`src/rtl/gpu_pkg.sv`:
```
// Shared GPU definitions: frame geometry defaults, colour field positions and rectangle FSM states.
package gpu_pkg;

    localparam int DEF_H_RES  = 640;
    localparam int DEF_V_RES  = 400;
    localparam int DEF_ADDR_W = 18;

    // Command colour word layout {unused, B, G, R}
    localparam int COLOR_R_LSB = 0;
    localparam int COLOR_G_LSB = 16;
    localparam int COLOR_B_LSB = 32;
    localparam int COLOR_FIELD_W = 16;

    typedef enum logic [1:0] {
        IDLE  = 2'd0,
        SETUP = 2'd1,
        RUN   = 2'd2,
        DONE  = 2'd3
    } state_t;

endpackage

```
`src/rtl/gpu_rect_clip.sv`:
```
// Combinational clip stage: clamps the far rectangle corner to the frame and flags empty commands.
module gpu_rect_clip
    import gpu_pkg::*;
#(
    parameter int H_RES = DEF_H_RES,
    parameter int V_RES = DEF_V_RES
) (
    input  logic [9:0] x0,
    input  logic [9:0] x1,
    input  logic [9:0] y0,
    input  logic [9:0] y1,
    output logic [9:0] x1c,
    output logic [9:0] y1c,
    output logic       empty
);

    localparam logic [9:0] X_MAX = 10'(H_RES - 1);
    localparam logic [9:0] Y_MAX = 10'(V_RES - 1);

    always_comb begin
        x1c   = (x1 > X_MAX) ? X_MAX : x1;
        y1c   = (y1 > Y_MAX) ? Y_MAX : y1;
        empty = (x0 > x1c) || (y0 > y1c) || (x0 > X_MAX) || (y0 > Y_MAX);
    end

endmodule

```
`src/rtl/gpu_rect_raster.sv`:
```
// Filled-rectangle rasteriser: one command in, one (address, colour) per clipped pixel out in raster order.
// Define GPU_RECT_OUTLINE_EN to honour I_CMD_OUTLINE (border pixels only).
module gpu_rect_raster
    import gpu_pkg::*;
#(
    parameter int H_RES  = DEF_H_RES,
    parameter int V_RES  = DEF_V_RES,
    parameter int ADDR_W = DEF_ADDR_W
) (
    input  logic              I_CLK,
    input  logic              I_RST_N,
    input  logic              I_CMD_VALID,
    output logic              O_CMD_READY,
    input  logic [9:0]        I_CMD_X0,
    input  logic [9:0]        I_CMD_X1,
    input  logic [9:0]        I_CMD_Y0,
    input  logic [9:0]        I_CMD_Y1,
    input  logic [63:0]       I_CMD_COLOR,
    input  logic              I_CMD_OUTLINE,
    output logic              O_PIX_VALID,
    input  logic              I_PIX_READY,
    output logic [ADDR_W-1:0] O_PIX_ADDR,
    output logic [63:0]       O_PIX_COLOR,
    output logic              O_BUSY,
    output logic              O_DONE,
    output state_t            O_STATE
);

    // Both streams are valid/ready: a transfer happens on a rising edge where valid and ready are
    // both high; the offering side holds its payload and valid steady until that edge.

`ifdef GPU_RECT_OUTLINE_EN
    localparam bit OUTLINE_EN = 1'b1;
`else
    localparam bit OUTLINE_EN = 1'b0;
`endif

    state_t              state, state_n;
    logic [9:0]          cmd_x0, cmd_x1, cmd_y0, cmd_y1;
    logic [63:0]         color;
    logic                outline;
    logic [9:0]          x, y, x1c, y1c;
    logic [ADDR_W-1:0]   row_base;
    logic [9:0]          x1c_w, y1c_w;
    logic                empty_w;
    logic [ADDR_W-1:0]   y0_ext;
    logic                hs, last_x, last_y, skip;

    gpu_rect_clip #(.H_RES(H_RES), .V_RES(V_RES)) u_clip (
        .x0   (cmd_x0),
        .x1   (cmd_x1),
        .y0   (cmd_y0),
        .y1   (cmd_y1),
        .x1c  (x1c_w),
        .y1c  (y1c_w),
        .empty(empty_w)
    );

    always_comb begin
        state_n = state;
        y0_ext  = ADDR_W'(cmd_y0);
        hs      = (state == RUN) && I_PIX_READY;
        last_x  = (x == x1c);
        last_y  = (y == y1c);
        // Interior rows of an outline jump from the left edge straight to the right edge.
        skip    = OUTLINE_EN && outline && (y != cmd_y0) && (y != y1c) && (x == cmd_x0);
        case (state)
            IDLE:    if (I_CMD_VALID) state_n = SETUP;
            SETUP:   state_n = empty_w ? DONE : RUN;
            RUN:     if (hs && last_x && last_y) state_n = DONE;
            DONE:    state_n = IDLE;
            default: state_n = IDLE;
        endcase
    end

    always_ff @(posedge I_CLK or negedge I_RST_N) begin
        if (!I_RST_N) begin
            state    <= IDLE;
            cmd_x0   <= '0;
            cmd_x1   <= '0;
            cmd_y0   <= '0;
            cmd_y1   <= '0;
            color    <= '0;
            outline  <= 1'b0;
            x        <= '0;
            y        <= '0;
            x1c      <= '0;
            y1c      <= '0;
            row_base <= '0;
        end else begin
            state <= state_n;
            case (state)
                IDLE: if (I_CMD_VALID) begin
                    cmd_x0  <= I_CMD_X0;
                    cmd_x1  <= I_CMD_X1;
                    cmd_y0  <= I_CMD_Y0;
                    cmd_y1  <= I_CMD_Y1;
                    color   <= I_CMD_COLOR;
                    outline <= I_CMD_OUTLINE;
                end
                SETUP: begin
                    x   <= cmd_x0;
                    y   <= cmd_y0;
                    x1c <= x1c_w;
                    y1c <= y1c_w;
                    // y*640 as y*512 + y*128
                    row_base <= (y0_ext << 9) + (y0_ext << 7);
                end
                RUN: if (hs) begin
                    if (last_x) begin
                        x        <= cmd_x0;
                        y        <= y + 10'd1;
                        row_base <= row_base + ADDR_W'(H_RES);
                    end else if (skip) begin
                        x <= x1c;
                    end else begin
                        x <= x + 10'd1;
                    end
                end
                default: ;
            endcase
        end
    end

    assign O_CMD_READY = (state == IDLE);
    assign O_PIX_VALID = (state == RUN);
    assign O_PIX_ADDR  = row_base + ADDR_W'(x);
    assign O_PIX_COLOR = color;
    assign O_BUSY      = (state != IDLE);
    assign O_DONE      = (state == DONE);
    assign O_STATE     = state;

endmodule

```
`config.mk`:
```
export PLATFORM = sky130hd
export DESIGN_NAME = gpu_rect_raster
export DESIGN_NICKNAME = d
export VERILOG_FILES = /design/src/rtl/gpu_pkg.sv /design/src/rtl/gpu_rect_clip.sv /design/src/rtl/gpu_rect_raster.sv
export SDC_FILE = /design/constraint.sdc
export NUM_CORES = 1
export LEC_CHECK = 0
export ABC_CLOCK_PERIOD_IN_PS = 3000
export BUFFER_PORTS_ARGS = -buffer_cell sky130_fd_sc_hd__buf_2
export CORE_MARGIN = 4
export CORE_UTILIZATION = 40
export DETAILED_ROUTE_END_ITERATION = 7
export HOLD_SLACK_MARGIN = 0.12
export PLACE_DENSITY = 0.67
export SETUP_SLACK_MARGIN = 0.2
export SLEW_MARGIN = 20
export SYNTH_ARGS = -nofsm -noshare
export SYNTH_HDL_FRONTEND = slang
export SYNTH_SLANG_ARGS = --single-unit
```
`constraint.sdc`:
```
create_clock -name I_CLK -period 3 [get_ports I_CLK]
set_input_delay 0 -clock I_CLK [delete_from_list [all_inputs] [get_ports I_CLK]]
set_output_delay 0 -clock I_CLK [all_outputs]
set_load 0.01 [all_outputs]
```
# Yosys cells after proc, flatten, opt, wreduce, memory -nomap -nowiden
# Cells that the tools add are included.
[classes]
addsub = 5
order_cmp = 6
eq_ne = 9
muxes = 15
reduce_logical = 13
[op_table]
columns = ["cell", "count"]
rows = [
  ["two-way mux 10 bit", 6],
  ["case mux 10 bit (2 select lines)", 2],
  ["two-way mux 18 bit", 2],
  ["case mux 18 bit (2 select lines)", 1],
  ["adder 10 x 1 -> 10 bit (second input constant)", 2],
  ["== test 10 bit", 2],
  ["greater-than comparator 10 bit", 2],
  ["greater-than comparator 10 bit (second input constant)", 2],
  ["greater-than comparator 10 x 9 -> 1 bit (second input constant)", 2],
  ["adder 18 x 10 -> 18 bit", 1],
  ["adder 18 x 10 -> 18 bit (second input constant)", 1],
  ["adder 18 x 17 -> 18 bit", 1],
  ["case mux 2 bit (4 select lines)", 1],
  ["inequality test 2 x 1 -> 1 bit (second input constant)", 3],
  ["AND reduction 2 bit", 3],
  ["== test 2 bit (second input constant)", 2],
  ["two-way mux 2 bit", 2],
  ["nonzero test 2 bit", 2],
  ["logical AND 1 bit", 3],
  ["logical OR 1 bit", 3],
  ["AND reduction 3 bit", 1],
  ["== test 2 x 1 -> 1 bit (second input constant)", 1],
  ["logical NOT 2 bit", 1],
  ["inequality test 2 bit (second input constant)", 1],
  ["two-way mux 1 bit", 1],
]
[totals]
regBits = 164
in_bits = 109
output_inout_bits = 88
word_cells = 59

# Logic depth before layout (Yosys ltp)
# Gate-level depths: netlist of run 1.
[depth]
word_depth = 8
ltp_mapped = 10
depth_no_buf = 10

# By module
# Synthesis of run 1 repeated with hierarchy kept, for this count alone.
[hier_totals]
cells_unflattened = 724
hier_area_um2 = 8254.2
[modules_own_cells]
columns = ["mod", "n_inst", "cells_per_inst", "area_per_inst_um2", "seq_area_each_um2"]
rows = [
  ["gpu_rect_raster", 1, 622, 7574.8, 3928.8],
  ["gpu_rect_clip", 1, 102, 679.4, 0.0],
]

# Worst setup path before layout of run 1
# Ideal clock, no wire load.
[synth_timing]
path_type = "register -> register"
start = "register cmd_y1[6]"
end = "register state[0], in the netlist O_STATE[0]"
setup_ps = 144
arrival_ps = 2385
required_time_ps = 2856
setup_slack_ps = 471
stages_incl_launch_ff = 10
path_buffers = 0
synth_period_minus_slack_ps = 2529
cell_sequence = "dfrtp_1 o311ai_0 nor2b_1 nand2_1 ha_1 a211oi_1 nor2_1 o41a_1 o31ai_1 a41oi_1"
[synth_via]
elab_chain_cells = 8
[synth_rtl]
columns = ["item", "line", "source"]
rows = [
  ["start: declaration", "gpu_rect_raster.sv:39", "logic [9:0] cmd_x0, cmd_x1, cmd_y0, cmd_y1;"],
  ["start signal: assignment", "gpu_rect_raster.sv:82", "cmd_y1 <= '0;"],
  ["start signal: assignment", "gpu_rect_raster.sv:97", "cmd_y1 <= I_CMD_Y1;"],
  ["greater-than comparator 10 x 9 -> 1 bit", "gpu_rect_clip.sv:22", "y1c = (y1 > Y_MAX) ? Y_MAX : y1;"],
  ["two-way mux 10 bit *", "gpu_rect_clip.sv:22", ""],
  ["greater-than comparator 10 bit *", "gpu_rect_clip.sv:23", "empty = (x0 > x1c) || (y0 > y1c) || (x0 > X_MAX) || (y0 > Y_MAX);"],
  ["logical OR 1 bit * (3 in series)", "gpu_rect_clip.sv:23", ""],
  ["two-way mux 1 bit *", "gpu_rect_raster.sv:69", "SETUP: state_n = empty_w ? DONE : RUN;"],
  ["case mux 2 bit (4 select lines) *", "gpu_rect_raster.sv:67", "case (state)"],
  ["end signal: assignment", "gpu_rect_raster.sv:91", "state <= state_n;"],
  ["end: declaration", "gpu_rect_raster.sv:38", "state_t state, state_n;"],
]
# Every way passes the cells marked *; elsewhere a longest branch is shown, timed or not.
# A chain may end at the register's enable or synchronous reset.

# Worst setup path in the final report of run 1
[layout_timing]
start = "register cmd_y1[5]"
end = "register state[0], in the netlist O_STATE[0]"
# The elaborated chain is that of the path after synthesis.

==> impl_metrics.tcl, run 1 <==
set metrics [dict create \
    crit_path_top_delay_cell "dfrtp_1" \
    fin_crit_sh_pct 86.88 \
    finalNetCount 1156 \
    synth_area_leaders "dfrtp_1 49%, mux2_2 16%, ha_1 6.0%" \
    gr-usage-met1_pct 25.74 \
    initial_utilization_pct 40.80 \
    synth_largest_area_cell "dfrtp_1" \
    post-route-util_pct 55.82 \
    syn_area_per_cell_um2 11.14 \
    grt_pass1_vias 6674 \
    crit_chain "o311ai_1, nor2b_4, nand2_1, ha_1, nand4_1, nor3_1, o41a_1, o31ai_1, a41oi_1" \
    path_buf_inv 0 \
    drv_cap 0 \
    gr-total-overflow 0 \
    cts_root_buffer "clkbuf_16" \
    routed_via_density 5.075 \
    grt_max_degree 90 \
    die_x_um 149.1 \
    use_met2_pct 32.16 \
    run_status "complete, no violations" \
    mappedNetlistArea_um2 7966 \
    core_area_um2 19530 \
    ant_nets 0 \
    yosys_warnings 0 \
    synth_seq_cells 157 \
    finalWirelength_um 21800 \
    hold_viol_final 0 \
    clockBufferDepth 2 \
    synth_ff_type "dfrtp_1" \
    synthCells 715 \
    cts_max_level 4 \
    cts_buffers 17 \
    cp-start-kind "flip-flop" \
    fin_skew_ns 0.009469 \
    muxShareOfSynthArea_pct 17.20 \
    synth-compound-area-share_pct 10.22 \
    crit_type "flip-flop to flip-flop" \
    layout_common_cells "194 x buf_2, 157 x dfrtp_1, 111 x mux2_2, 106 x dlygate4sd3_1, 56 x a21oi_1" \
    p_per_area_nw_per_um2 456.2 \
    die_h_um 149.1 \
    cp.required_ns 3.28 \
    cpPeakStageDelay_ns 0.42 \
    use_met3_pct 5.378 \
    r2r_cells 9 \
    synthXorXnorAreaFrac_pct 3.848 \
    wl_per_cell_um 16.94 \
    clock.fmax_mhz 383.6 \
    route.detailed.drc 0 \
    p_leak_nw 5.802 \
    synth-async-reset-ratio_pct 100.0 \
    hold_ws_ns 0.2008 \
    dr.first_iter.drc_count 332 \
    numPortBuffers 195 \
    holdPathStages 4 \
    synth_top_area_share_pct 49.32 \
    hpwl_um 15330 \
    path_depth 9 \
    rsz0062_at_grt "false" \
    cp_max_fo 7 \
    num_rows 51 \
    fin_crit_ns 2.607 \
    final-setup-viol-count 0 \
    grt_pass1_wl_um 34960 \
    antenna_found_initial 1 \
    synth_edf_count 0 \
    layout-drive-gt1-share_pct 35.55 \
    clk_pin_slew_ns 0.06 \
    area_growth_pct 36.83 \
    slew_violations 0 \
    synth_nets 863 \
    synth_fa_ha_area_share_pct 6.220 \
    die-area_um2 22240 \
    firstDrtPassIters 5 \
    track_usage_pct 19.82 \
    fin_setup_tns_ns 0 \
    power.total_mw 4.972 \
    place.gp.congestion 0.8360 \
    ys_seq_area_share_pct 49.32 \
    vias 6531 \
    slew_headroom_pct 44.64 \
    cts.sinks 157 \
    synth_top_family_by_area "multiplexers" \
    final_common_cell "buf_2" \
    final_area_um2 10900 \
    cts_tree "built" \
    worstSkewPairLatency_ns 0.42 \
    hold_class "input pin to flip-flop" \
    place_area_um2 9221 \
    yosys.area_share.simple_pct 9.643 \
    ir_worst_vdd_mv 0.3969 \
    cp_data_arrival_time_ns 2.89 \
    critPathCaptureType "flip-flop" \
    busiest_layer "met2" \
    tightest_slew_ns 0.8304 \
    num_io_pins 197 \
    critPathTopFamily "compound AO/OA/AOI/OAI gates" \
    synth.distinct_cells 58 \
]
## stage by stage
| stage | cells | worst slack, ns |
|---|---|---|
| floorplan | 715 | 0.4714 |
| global placement | 1148 | 0.3014 |
| detailed placement | 1148 | 0.08089 |
| CTS | 1286 | 0.2142 |
| global route | 1287 | 0.2067 |
| finish | 1287 | 0.3935 |
## worst min-delay path, stage by stage
cell      delay, ns
buf_2          0.14
nand2b_1       0.14
a32o_1         0.20
o21ai_0        0.09
## registers in the layout, indices dropped and copies added, names as in the netlist
name / flops
row_base: 11
cmd_y0: 10
cmd_x0: 10
cmd_y1: 10
x: 10
x1c: 10
O_STATE: 2
y: 10
cmd_x1: 10
y1c: 10
O_PIX_COLOR: 64
## synthesized netlist by cell type (2+ instances only)
cell	number
a211oi_1	3
a21o_1	5
a21oi_1	56
a21oi_2	2
a22oi_1	2
a31o_2	2
a31oi_1	6
a41oi_1	3
and2_1	2
and3_1	7
buf_1	5
buf_2	2
buf_4	2
clkbuf_1	27
dfrtp_1	157
ha_1	38
inv_1	26
mux2_2	111
mux2i_1	12
nand2_1	43
nand2b_1	5
nand3_1	22
nand4_1	13
nor2_1	53
nor2b_1	4
nor3_1	6
nor4_2	2
o21ai_0	22
o22ai_1	11
o311ai_0	3
o31ai_1	2
o41ai_1	2
xnor2_1	15
xor2_1	20
## power by group
group,leakage [nW],switching [mW],internal [mW]
combinational,3.40,0.226,0.259
clock,0.296,0.950,1.28
sequential,2.11,0.0934,2.16
total,5.80,1.27,3.70
## logic make-up (layout without fill, tap and decap cells)
family	Yosys count	after routing
simple gates	163	163
flops	157	157
compound gates	132	132
mux	123	123
buf+inv	65	371
fa+ha+maj	39	39
xor+xnor	35	35
other cells	1	2
## area by class of cell
cell class / instances / area, um2
Antenna cell: 1 / 2.502
Fill cell: 1670 / 8626
Clock buffer: 18 / 439.2
Clock inverter: 14 / 168.9
Inverter: 26 / 97.59
Timing Repair Buffer: 313 / 2158
Sequential cell: 157 / 3929
Multi-Input combinational cell: 493 / 3774
Tap cell: 265 / 331.6
## per-layer routing
layer	routed length (um)	up-vias
li1	-	3134
met1	9463	3136
met2	10430	231
met3	1517	30
met4	391	0
met5	0	-
## timing repair
item | 4_1_cts | 5_1_grt
setup buffers | 0 | 0
hold endpoints to repair | 194 | 0
hold buffers | 106 | 0
endpoints found under the setup margin | 1 | 1
cloned | 0 | 0
resized for setup | 1 | 2
## worst paths after layout
check	from	endpoint	slack [ns]
worst max-delay path	cmd_y1[5]	O_STATE[0]	0.39
worst min-delay path	I_CMD_VALID	O_STATE[1]	0.20
worst max register to register	cmd_y1[5]	O_STATE[0]	0.39
worst min register to register	O_PIX_COLOR[48]	O_PIX_COLOR[48]	0.50
max in group asynchronous	I_RST_N	row_base[8]	2.01
min in group asynchronous	I_RST_N	O_PIX_COLOR[6]	0.21
(Power assumes the default switching activity.)
==> inputs of run 2 (changes only) <==
--- a/config.mk
+++ b/config.mk
@@ -7,11 +7,12 @@
 export LEC_CHECK = 0
 export ABC_CLOCK_PERIOD_IN_PS = 3000
 export BUFFER_PORTS_ARGS = -buffer_cell sky130_fd_sc_hd__buf_2
+export CORE_ASPECT_RATIO = 1.5
 export CORE_MARGIN = 4
-export CORE_UTILIZATION = 40
+export CORE_UTILIZATION = 25
 export DETAILED_ROUTE_END_ITERATION = 7
 export HOLD_SLACK_MARGIN = 0.12
-export PLACE_DENSITY = 0.67
+export PLACE_DENSITY = 0.48
 export SETUP_SLACK_MARGIN = 0.2
 export SLEW_MARGIN = 20
 export SYNTH_ARGS = -nofsm -noshare
==> impl_metrics.tcl, run 2 (synthesized netlist as in run 1, its figures left out) <==
set metrics [dict create \
    grt_pass1_wl_um 36390 \
    worstSkewPairLatency_ns 0.44 \
    firstDrtPassIters 4 \
    ir_worst_vdd_mv 0.3933 \
    fin_crit_ns 2.579 \
    gr-total-overflow 0 \
    post_cts_buffers 0 \
    drv_cap 0 \
    cts_root_buffer "clkbuf_16" \
    final_area_um2 11130 \
    run_status "complete, no violations" \
    grt_max_degree 86 \
    largest_register_ffs 64 \
    core_area_um2 31240 \
    finalWirelength_um 22400 \
    fin_crit_sh_pct 85.98 \
    reg2reg_slack_ns 0.42 \
    cp_max_fo 7 \
    ant_nets 0 \
    initial_utilization_pct 25.50 \
    numPortBuffers 195 \
    finalNetCount 1158 \
    num_io_pins 197 \
    area_growth_pct 39.67 \
    cp-start-kind "flip-flop" \
    clock.fmax_mhz 387.7 \
    post-route-util_pct 35.62 \
    critPathCaptureType "flip-flop" \
    power.total_mw 5.094 \
    die_h_um 226.6 \
    grt_pass1_vias 6765 \
    cp.required_ns 3.30 \
    cts.sinks 157 \
    die_x_um 153.8 \
    place_area_um2 9424 \
    cp_data_arrival_time_ns 2.88 \
    cts_max_level 4 \
    slew_headroom_pct 43.34 \
    dp.cells 1290 \
    num_rows 79 \
    crit_type "flip-flop to flip-flop" \
    vias 6403 \
    place.gp.congestion 0.7801 \
    hold_class "input pin to async pin" \
    tightest_slew_ns 0.8500 \
    final-setup-viol-count 0 \
    layout.cells.non_filler 1431 \
    seq_area_um2 3929 \
    hold_ws_ns 0.2054 \
    timing.rr.start "cmd_y1[6]" \
    r2r-end "O_STATE[0]" \
    clk_pin_slew_ns 0.06 \
    r2r_cells 10 \
    p_leak_nw 5.819 \
    slew_violations 0 \
    cts_buffers 17 \
    layout_common_cells "194 x buf_2, 157 x dfrtp_1, 111 x mux2_2, 106 x dlygate4sd3_1, 56 x a21oi_1" \
    rsz0062_at_grt "false" \
    route.detailed.drc 0 \
    routed_via_density 4.474 \
    track_usage_pct 13.13 \
    antenna_found_initial 3 \
    multi_input_area_um2 3766 \
    dr.first_iter.drc_count 278 \
    fillers 3180 \
    final_common_cell "buf_2" \
    hold_viol_final 0 \
    p_per_area_nw_per_um2 457.8 \
    layout-drive-gt1-share_pct 35.48 \
    setup_slack_ns 0.4207 \
    clockBufferDepth 2 \
    hpwl_um 16380 \
    fin_setup_tns_ns 0 \
    wl_per_cell_um 15.65 \
    dp_slack_ns 0.3302 \
    fin_skew_ns 0.008740 \
    die-area_um2 34840 \
    cts_tree "built" \
]
==> run 2: changes by cell type in the layout (fill, tap and decap cells not counted), sizes merged <==
cell and change:
clkinv +3, diode +2, bufinv +2, buf +2, clkbuf +3, inv -8
==> run 2: layer usage <==
layer | up-vias | track usage (%) | wire, um
met5 | - | 0 | 0
met4 | 0 | 5.473 | 585
met3 | 32 | 3.265 | 1031
met2 | 147 | 23.18 | 11570
met1 | 3083 | 15.17 | 9208
li1 | 3141 | - | -
==> run 2: worst max-delay path by stage <==
stage	startpoint	endpoint	slack, ns	cells after the start
after floorplan	cmd_y1[6]	O_STATE[0]	0.47	9
after global placement	cmd_y1[6]	O_STATE[0]	0.38	10
after detailed placement	cmd_y1[5]	O_STATE[0]	0.33	10
after CTS	cmd_y1[5]	O_STATE[0]	0.32	10
after global routing	cmd_x1[9]	O_STATE[0]	0.24	9
final	cmd_y1[6]	O_STATE[0]	0.42	10
==> run 2: power by group <==
group | internal (mW) | switching, mW
Clock | 1.45 | 0.892
Sequential | 2.16 | 0.0938
Combinational | 0.261 | 0.230
Total | 3.88 | 1.22
==> run 2: timing repair <==
| action | 4_1_cts | 5_1_grt |
|---|---|---|
| hold endpoints to repair | 192 | 0 |
| endpoints found under the setup margin | 0 | 1 |
| gates resized for setup | 0 | 1 |
| hold buffers | 106 | 0 |
==> run 2: cell type report <==
type / instances / area share, %
Clock buffer: 21 / 4.228
Inverter: 26 / 0.8771
Timing Repair Buffer: 315 / 19.64
Antenna cell: 3 / 0.06747
Tap cell: 405 / 4.554
Sequential cell: 157 / 35.31
Multi-Input combinational cell: 493 / 33.85
Clock inverter: 11 / 1.473
==> run 2: worst max-delay path: stages, from the launching register on <==
cell	delay [ns]
dfrtp_1	0.41
o311ai_1	0.34
nor2b_1	0.18
buf_4	0.15
nand2_1	0.06
ha_1	0.17
a211oi_1	0.23
nor2_1	0.08
o41a_1	0.43
o31ai_1	0.26
a41oi_1	0.14
